==> src/rtl/mx_stim_pkg.sv <==
// Shared types and constants for the MX FP32 stimulus generator: corner-case modes,
// FP32 field layout, LFSR constants and the per-element formatting helper.
package mx_stim_pkg;

    typedef enum logic [2:0] {
        MODE_RANDOM     = 3'd0,
        MODE_CARRY      = 3'd1,
        MODE_TIE        = 3'd2,
        MODE_MAN_OVF    = 3'd3,
        MODE_SCALAR_OVF = 3'd4,
        MODE_NAN        = 3'd5,
        MODE_SUBNORMAL  = 3'd6,
        MODE_SWEEP      = 3'd7
    } mx_mode_e;

    typedef enum logic [1:0] {
        ST_IDLE,
        ST_RUN,
        ST_DONE
    } stim_state_e;

    localparam int FP32_W   = 32;
    localparam int EXP_W    = 8;
    localparam int MAN_W    = 23;
    localparam int MAN_LSB  = 0;
    localparam int EXP_LSB  = 23;
    localparam int SIGN_BIT = 31;

    localparam logic [31:0] LFSR_POLY   = 32'h8020_0003;
    localparam logic [31:0] GOLDEN_SEED = 32'h9E37_79B9;

    localparam logic [EXP_W-1:0] EXP_MIN_BLK    = 8'd1;
    localparam logic [EXP_W-1:0] EXP_MAX_BLK    = 8'd253;
    localparam logic [EXP_W-1:0] EXP_SCALAR_OVF = 8'd254;
    localparam logic [EXP_W-1:0] EXP_NAN        = 8'd255;

    function automatic logic [EXP_W-1:0] clamp_exp(input logic [EXP_W-1:0] x);
        if (x < EXP_MIN_BLK)      return EXP_MIN_BLK;
        else if (x > EXP_MAX_BLK) return EXP_MAX_BLK;
        else                      return x;
    endfunction

    // Mantissa randomness comes from r[31:9]; r[2:0] is the RANDOM-mode exponent offset.
    function automatic logic [FP32_W-1:0] make_elem(input mx_mode_e         mode,
                                                    input logic             sign,
                                                    input logic [EXP_W-1:0] e_blk,
                                                    input logic [31:0]      r);
        logic [MAN_W-1:0] mr;
        logic [EXP_W-1:0] ex;
        logic [MAN_W-1:0] man;
        mr = r[31:9];
        case (mode)
            MODE_RANDOM: begin
                ex  = (e_blk > {5'd0, r[2:0]}) ? e_blk - {5'd0, r[2:0]} : EXP_MIN_BLK;
                man = mr;
            end
            MODE_CARRY: begin
                ex  = e_blk;
                man = {(&mr[22:17]) ? {mr[22:18], 1'b0} : mr[22:17], 1'b1, mr[15:1], 1'b1};
            end
            MODE_TIE: begin
                ex  = e_blk;
                man = {mr[22:17], 1'b1, 16'h0000};
            end
            MODE_MAN_OVF: begin
                ex  = e_blk;
                man = {6'h3F, 1'b1, mr[15:0]};
            end
            MODE_SCALAR_OVF: begin
                ex  = EXP_SCALAR_OVF;
                man = {6'h3F, 1'b1, mr[15:0]};
            end
            MODE_NAN: begin
                ex  = EXP_NAN;
                man = {1'b1, mr[21:0]};
            end
            MODE_SUBNORMAL: begin
                ex  = '0;
                man = mr | {22'd0, (mr == '0)};
            end
            default: begin
                ex  = e_blk;
                man = mr;
            end
        endcase
        return {sign, ex, man};
    endfunction

endpackage

==> src/rtl/mx_lfsr32.sv <==
// One 32-bit right-shifting Galois LFSR; it steps only when advance is high.
module mx_lfsr32
    import mx_stim_pkg::*;
(
    input  logic        clk,
    input  logic        rst,
    input  logic [31:0] seed,
    input  logic        advance,
    output logic [31:0] value
);

    logic [31:0] seed_nz;
    assign seed_nz = (seed == 32'd0) ? 32'd1 : seed;

    // NOTE: state registers use non-blocking assignments so every flop samples
    // pre-edge values; a blocking assignment here would create order-dependent races.
    always_ff @(posedge clk or posedge rst) begin
        if (rst) begin
            value <= seed_nz;
        end else if (advance) begin
            value <= {1'b0, value[31:1]} ^ (value[0] ? LFSR_POLY : 32'd0);
        end
    end

endmodule

==> src/rtl/mx_fp32_stim_gen.sv <==
// MX-block FP32 stimulus generator: emits num_blocks blocks of BLOCK_SIZE elements,
// LANES per beat, with a shared per-block exponent and selectable corner-case mantissas.
module mx_fp32_stim_gen
    import mx_stim_pkg::*;
#(
    parameter int          LANES      = 4,
    parameter int          BLOCK_SIZE = 32,
    parameter logic [31:0] SEED       = 32'h1
) (
    input  logic                  clk,
    input  logic                  rst,
    input  logic                  start_i,
    input  logic [2:0]            mode_i,
    input  logic [15:0]           num_blocks_i,
    input  logic                  ready_i,
    output logic [LANES*32-1:0]   data_o,
    output logic                  valid_o,
    output logic                  last_o,
    output logic [2:0]            mode_o,
    output logic                  busy_o,
    output logic                  done_o
);

    localparam int          BEATS     = BLOCK_SIZE / LANES;
    localparam logic [15:0] LAST_BEAT = 16'(BEATS - 1);

    stim_state_e      state;
    mx_mode_e         mode_q;
    logic             sweep_q;
    logic [15:0]      num_q;
    logic [15:0]      blk_cnt;
    logic [15:0]      beat_cnt;
    logic [EXP_W-1:0] e_blk_q;
    logic             valid_q;
    logic             busy_q;
    logic             done_q;

    logic [31:0]        lfsr_val [LANES];
    logic               accept;
    logic               is_first_beat;
    logic               is_last_beat;
    logic               is_last_blk;
    logic [EXP_W-1:0]   e_first;
    logic [EXP_W-1:0]   e_cur;
    logic [LANES*32-1:0] beat_data;

    assign accept        = valid_q & ready_i;
    assign is_first_beat = (beat_cnt == 16'd0);
    assign is_last_beat  = (beat_cnt == LAST_BEAT);
    assign is_last_blk   = (blk_cnt == 16'(num_q - 16'd1));
    assign e_first       = clamp_exp(lfsr_val[0][7:0]);
    assign e_cur         = is_first_beat ? e_first : e_blk_q;

    // LFSRs step only on accepted beats, so a stalled beat stays bit-identical.
    for (genvar l = 0; l < LANES; l++) begin : g_lane
        localparam logic [31:0] LANE_SEED = SEED ^ (32'(l) * GOLDEN_SEED);
        mx_lfsr32 u_lfsr (
            .clk     (clk),
            .rst     (rst),
            .seed    (LANE_SEED),
            .advance (accept),
            .value   (lfsr_val[l])
        );
    end

    // NOTE: every output of this always_comb is assigned before any conditional use,
    // which keeps the block purely combinational with no inferred latch.
    always_comb begin
        beat_data = '0;
        for (int l = 0; l < LANES; l++) begin
            beat_data[32*l +: 32] = make_elem(mode_q, blk_cnt[0], e_cur, lfsr_val[l]);
        end
    end

    assign data_o  = valid_q ? beat_data : '0;
    assign valid_o = valid_q;
    assign last_o  = valid_q & is_last_beat;
    assign mode_o  = valid_q ? mode_q : 3'd0;
    assign busy_o  = busy_q;
    assign done_o  = done_q;

    always_ff @(posedge clk or posedge rst) begin
        if (rst) begin
            state    <= ST_IDLE;
            mode_q   <= MODE_RANDOM;
            sweep_q  <= 1'b0;
            num_q    <= '0;
            blk_cnt  <= '0;
            beat_cnt <= '0;
            e_blk_q  <= '0;
            valid_q  <= 1'b0;
            busy_q   <= 1'b0;
            done_q   <= 1'b0;
        end else begin
            done_q <= 1'b0;
            case (state)
                ST_IDLE: begin
                    if (start_i) begin
                        num_q    <= num_blocks_i;
                        sweep_q  <= (mode_i == MODE_SWEEP);
                        mode_q   <= (mode_i == MODE_SWEEP) ? MODE_RANDOM : mx_mode_e'(mode_i);
                        blk_cnt  <= '0;
                        beat_cnt <= '0;
                        busy_q   <= 1'b1;
                        if (num_blocks_i != 16'd0) begin
                            state   <= ST_RUN;
                            valid_q <= 1'b1;
                        end else begin
                            state <= ST_DONE;
                        end
                    end
                end
                ST_RUN: begin
                    if (accept) begin
                        if (is_first_beat) e_blk_q <= e_first;
                        if (is_last_beat) begin
                            beat_cnt <= '0;
                            if (is_last_blk) begin
                                state   <= ST_DONE;
                                valid_q <= 1'b0;
                            end else begin
                                blk_cnt <= blk_cnt + 16'd1;
                                if (sweep_q) begin
                                    mode_q <= (mode_q == MODE_SUBNORMAL) ? MODE_RANDOM
                                                                         : mx_mode_e'(3'(mode_q) + 3'd1);
                                end
                            end
                        end else begin
                            beat_cnt <= beat_cnt + 16'd1;
                        end
                    end
                end
                ST_DONE: begin
                    state  <= ST_IDLE;
                    busy_q <= 1'b0;
                    done_q <= 1'b1;
                end
                default: state <= ST_IDLE;
            endcase
        end
    end

endmodule

==> config.mk <==
export PLATFORM = sky130hd
export DESIGN_NAME = mx_fp32_stim_gen
export DESIGN_NICKNAME = d
export VERILOG_FILES = /design/src/rtl/mx_stim_pkg.sv /design/src/rtl/mx_lfsr32.sv /design/src/rtl/mx_fp32_stim_gen.sv
export SDC_FILE = /design/constraint.sdc
export NUM_CORES = 1
export LEC_CHECK = 0
export BUFFER_PORTS_ARGS = -buffer_cell sky130_fd_sc_hd__buf_2
export CORE_ASPECT_RATIO = 1.25
export CORE_MARGIN = 4
export CORE_UTILIZATION = 55
export CTS_BUF_LIST = sky130_fd_sc_hd__clkbuf_4
export CTS_CLUSTER_DIAMETER = 60
export CTS_CLUSTER_SIZE = 10
export DETAILED_ROUTE_END_ITERATION = 6
export PLACE_DENSITY = 0.74
export SYNTH_ARGS = -nofsm -noshare
export SYNTH_HDL_FRONTEND = slang
export SYNTH_SLANG_ARGS = --single-unit
==> constraint.sdc <==
create_clock -name clk -period 8.7 [get_ports clk]
set_clock_uncertainty 0.15 [all_clocks]
set_input_delay 2.175 -clock clk [delete_from_list [all_inputs] [get_ports clk]]
set_output_delay 2.175 -clock clk [all_outputs]
set_load 0.05 [all_outputs]
==> metrics.sh <==
DETAIL_ROUTE.DRC_VIOLATIONS=0
CRIT_PATH_TOP_DELAY_CELL='sky130_fd_sc_hd__dfrtp_1'
GRT_ANTENNA_BEFORE_REPAIR=1
CRIT_REQUIRED_NS=6.38
CTSRESIZECOUNT=0
SYNTH_ENABLE_FLOP_CELLS=0
CLOCK-ROOT-BUFFER='sky130_fd_sc_hd__clkbuf_4'
GRT_PASS1_WL_UM=49800
YS_SEQ_AREA_SHARE_PCT=44.0
SLEW_HEADROOM_PCT=29.4
TIMING.HOLD.WORST.CLASS='register to register'
SYNTH.NET_COUNT=1450
WORST-PATH-MAX-FANOUT=17
POST-SYNTH-TOP-AREA-FRACTION_PCT=30.6
LEADING_CELL_TYPES_BY_TOTAL_AREA_AFTER_SYNTHESIS='sky130_fd_sc_hd__dfrtp_1, sky130_fd_sc_hd__nand2_1, sky130_fd_sc_hd__dfstp_2, sky130_fd_sc_hd__and2_1, sky130_fd_sc_hd__o21ai_0'
GRTUSAGETOTAL_PCT=26.7
AREA_DELTA_SYNTH_FINAL_PCT=11.0
PWR_DENSITY_CELL_nW_PER_UM2=280
POWER_TOTAL_mW=3.47
YS_TYPES=62
TIMING_WORST_SLEW_PIN_VALUE_NS=1.06
DRT_ITER0_MARKERS=830
SMALLEST_SETUP_SLACK_AFTER_LAYOUT_NS=1.71
SYNTH_ASYNC_SR_FLOP_SHARE_PCT=100
CTS_MADE_BUFFERS=17
GRT_START_MAX_NET_PINS=132
FIRST_PASS_ITERS=5
FINAL_HOLD_SLACK_NS=0.309
LAYOUT_WORST_PATH_CYCLE_SHARE_PCT=80.4
STARTING_DENSITY_PCT=56.6
YOSYSTOPAREACELL='sky130_fd_sc_hd__dfrtp_1'
MAX_CLOCK_FREQ_MHz=143
FINALNETCOUNT=1563
PLACE_WORST_SETUP_SLACK_NS=2.39
MIN_PERIOD_NS=6.99
WL_MET2_UM=14700
GRT_SETUP_UNREPAIRED='no'
DIE_HT_UM=167
CLKTRANSATPATHREGS_NS=0.16
DIE_OUTLINE_AREA_UM2=22600
CTS.SINK_COUNT=193
WORST-R2R-SETUP-SLACK_NS=5.09
WL_UM=30100
LAYOUT.CORE_UTILIZATION_PCT=62.8
HIGHEST_LAYER='met4'
FLOORPLAN_CORE_AREA_UM2=19700
MAX_STAGE_DELAY_NS=0.46
ANTENNA_LEFT=0
DETAIL_ROUTE.VIAS_PER_CELL=5.67
TRITONCTS='yes'
TNS_NS=0
FINAL-SETUP-VIOL-COUNT=0
RUN_STATUS='finished, final reports clean'
POWER.LEAKAGE_nW=6.30
WL_PER_CELL_UM=16.7
YS_FF_LATCH=193
ROWS=57
WORST-PATH-BUF-INV=4
DIE_WIDTH_UM=135
WORSTPATHARRIVAL_NS=4.67
CRITPATHCAPTURETYPE='output port'
NUM_VIAS=10183
CRIT_CHAIN='nor4_2, nand4_2, nor3b_2, buf_4, nand3_1, o21ai_0, ha_1, inv_1, fa_1, a21oi_1, a31oi_1, nor3_1, inv_1, a31oi_1, buf_2'
CTS_SETUP_BUFFERS=0
PEAKVDDDROP_mV=0.198
CRITICAL_PATH.TOP_DELAY_FAMILY='simple AND/OR/NAND/NOR gates'
GLOBALROUTE.TOTALOVERFLOW=0
POST_SYNTH_MOST_FREQUENT_CELLS='sky130_fd_sc_hd__nand2_1, sky130_fd_sc_hd__dfrtp_1, sky130_fd_sc_hd__nor2_1, sky130_fd_sc_hd__o21ai_0, sky130_fd_sc_hd__and2_1'
CTS-HTREE-LEVELS=4
PORT_BUFFERS=157
FINALMAXSLEWVIOLATIONS=0
WL_MET3_UM=1640
MAXCAP_VIOL_COUNT=0
CRITICALPATHCATEGORY='register to output port'
YS.WARNINGS.COUNT=0
SYN-MEAN-INSTANCE-AREA_UM2=7.92
CTS-HOLD-FIX-BUFFERS=0
INSTANCE_COUNT_OF_THE_MAPPED_NETLIST=1405
SETUP.WORST_PATH.START_CLASS='register'
CLOCK_INSERTION_DELAY_WORST_SKEW_NS=0.59
DRIVE_ABOVE_1_SHARE_PCT=18.6
ROUTABILITY_CONGESTION=0.915
CLOCK_TREE.BUFFER_DEPTH=2
TIMING.FINAL.HOLD_VIOLATIONS=0
WL_MET1_UM=13200
FIRST_GLOBAL_VIAS=9826
SYNTH_FF_TYPE='sky130_fd_sc_hd__dfrtp_1'
SYNTH_MOST_COMMON_CELL='sky130_fd_sc_hd__nand2_1'
SYN-CELL-AREA_UM2=11100
HPWL_UM=21000
BOUNDARYPINS=158
[cell families (layout without fill, tap and decap cells)]
group | Yosys count | in the layout | share of synthesized area (%)
fa+ha+maj | 24 | 24 | 2.92
other cells | 0 | 1 | 0
compound gates | 201 | 201 | 10.7
simple gates | 824 | 824 | 33.7
mux | 16 | 16 | 1.49
buf+inv | 105 | 231 | 3.90
xor+xnor | 42 | 42 | 3.30
flops | 193 | 193 | 44.0
[state kept, by name (all words and copies together) (netlist names)]
register and flops:
g_lane.u_lfsr.value 128, beat_cnt 16, blk_cnt 16, num_q 16
e_blk_q 8, mode_q 3, state 2, busy_o 1
done_o 1, sweep_q 1, valid_o 1
[cells in the final DEF (no fill, tap or decap), types with 23 or more instances in the layout]
| master | n |
|---|---|
| sky130_fd_sc_hd__a21oi_1 | 58 |
| sky130_fd_sc_hd__and2_1 | 68 |
| sky130_fd_sc_hd__buf_2 | 157 |
| sky130_fd_sc_hd__dfrtp_1 | 136 |
| sky130_fd_sc_hd__dfstp_2 | 57 |
| sky130_fd_sc_hd__inv_1 | 27 |
| sky130_fd_sc_hd__nand2_1 | 474 |
| sky130_fd_sc_hd__nand3_1 | 23 |
| sky130_fd_sc_hd__nor2_1 | 96 |
| sky130_fd_sc_hd__nor3_1 | 26 |
| sky130_fd_sc_hd__nor4_1 | 27 |
| sky130_fd_sc_hd__o21ai_0 | 74 |
[per-layer routing]
metal / GRT usage (%) / vias up
met2: 43.9 / 321
met3: 3.98 / 52
met5: 0 / -
met1: 37.0 / 4893
met4: 7.45 / 0
li1: - / 4917
[metrics by stage]
stage	area [um^2]	cells
after global routing	12400	1797
after global placement	12000	1764
after detailed placement	12000	1764
after floorplan	11100	1405
after CTS	12400	1796
final	12400	1797
[worst min-delay path, stage by stage, from the launching register on]
cell and delay, ns:
sky130_fd_sc_hd__dfstp_2 0.40, sky130_fd_sc_hd__nand2_1 0.05, sky130_fd_sc_hd__nand2_1 0.04
[layout make-up]
class | instances | area (um^2)
inverters | 30 | 120
multi-input cells | 1107 | 5820
clock inverters | 13 | 170
repair buffers | 169 | 876
flip-flops and latches | 193 | 4900
diodes | 1 | 2.50
fillers | 1797 | 7320
clock buffers | 19 | 143
well taps | 265 | 332
[power by group]
group | switching [mW] | internal, mW | leakage [nW]
registers | 0.228 | 1.13 | 2.39
clock network | 0.323 | 0.212 | 0.173
logic | 1.11 | 0.461 | 3.74
[path summary, 6_finish.rpt]
| path | start | end | depth (start not counted) |
|---|---|---|---|
| max | beat_cnt[3] | data_o[23] | 15 |
| min | g_lane[1].u_lfsr.value[8] | g_lane[1].u_lfsr.value[7] | 2 |
| max reg2reg | state[0] | blk_cnt[15] | 7 |
| min reg2reg | g_lane[1].u_lfsr.value[8] | g_lane[1].u_lfsr.value[7] | 2 |
| max in group asynchronous | rst | blk_cnt[14] | 3 |
| min in group asynchronous | rst | g_lane[0].u_lfsr.value[14] | 2 |
(Power assumes the default switching activity.)
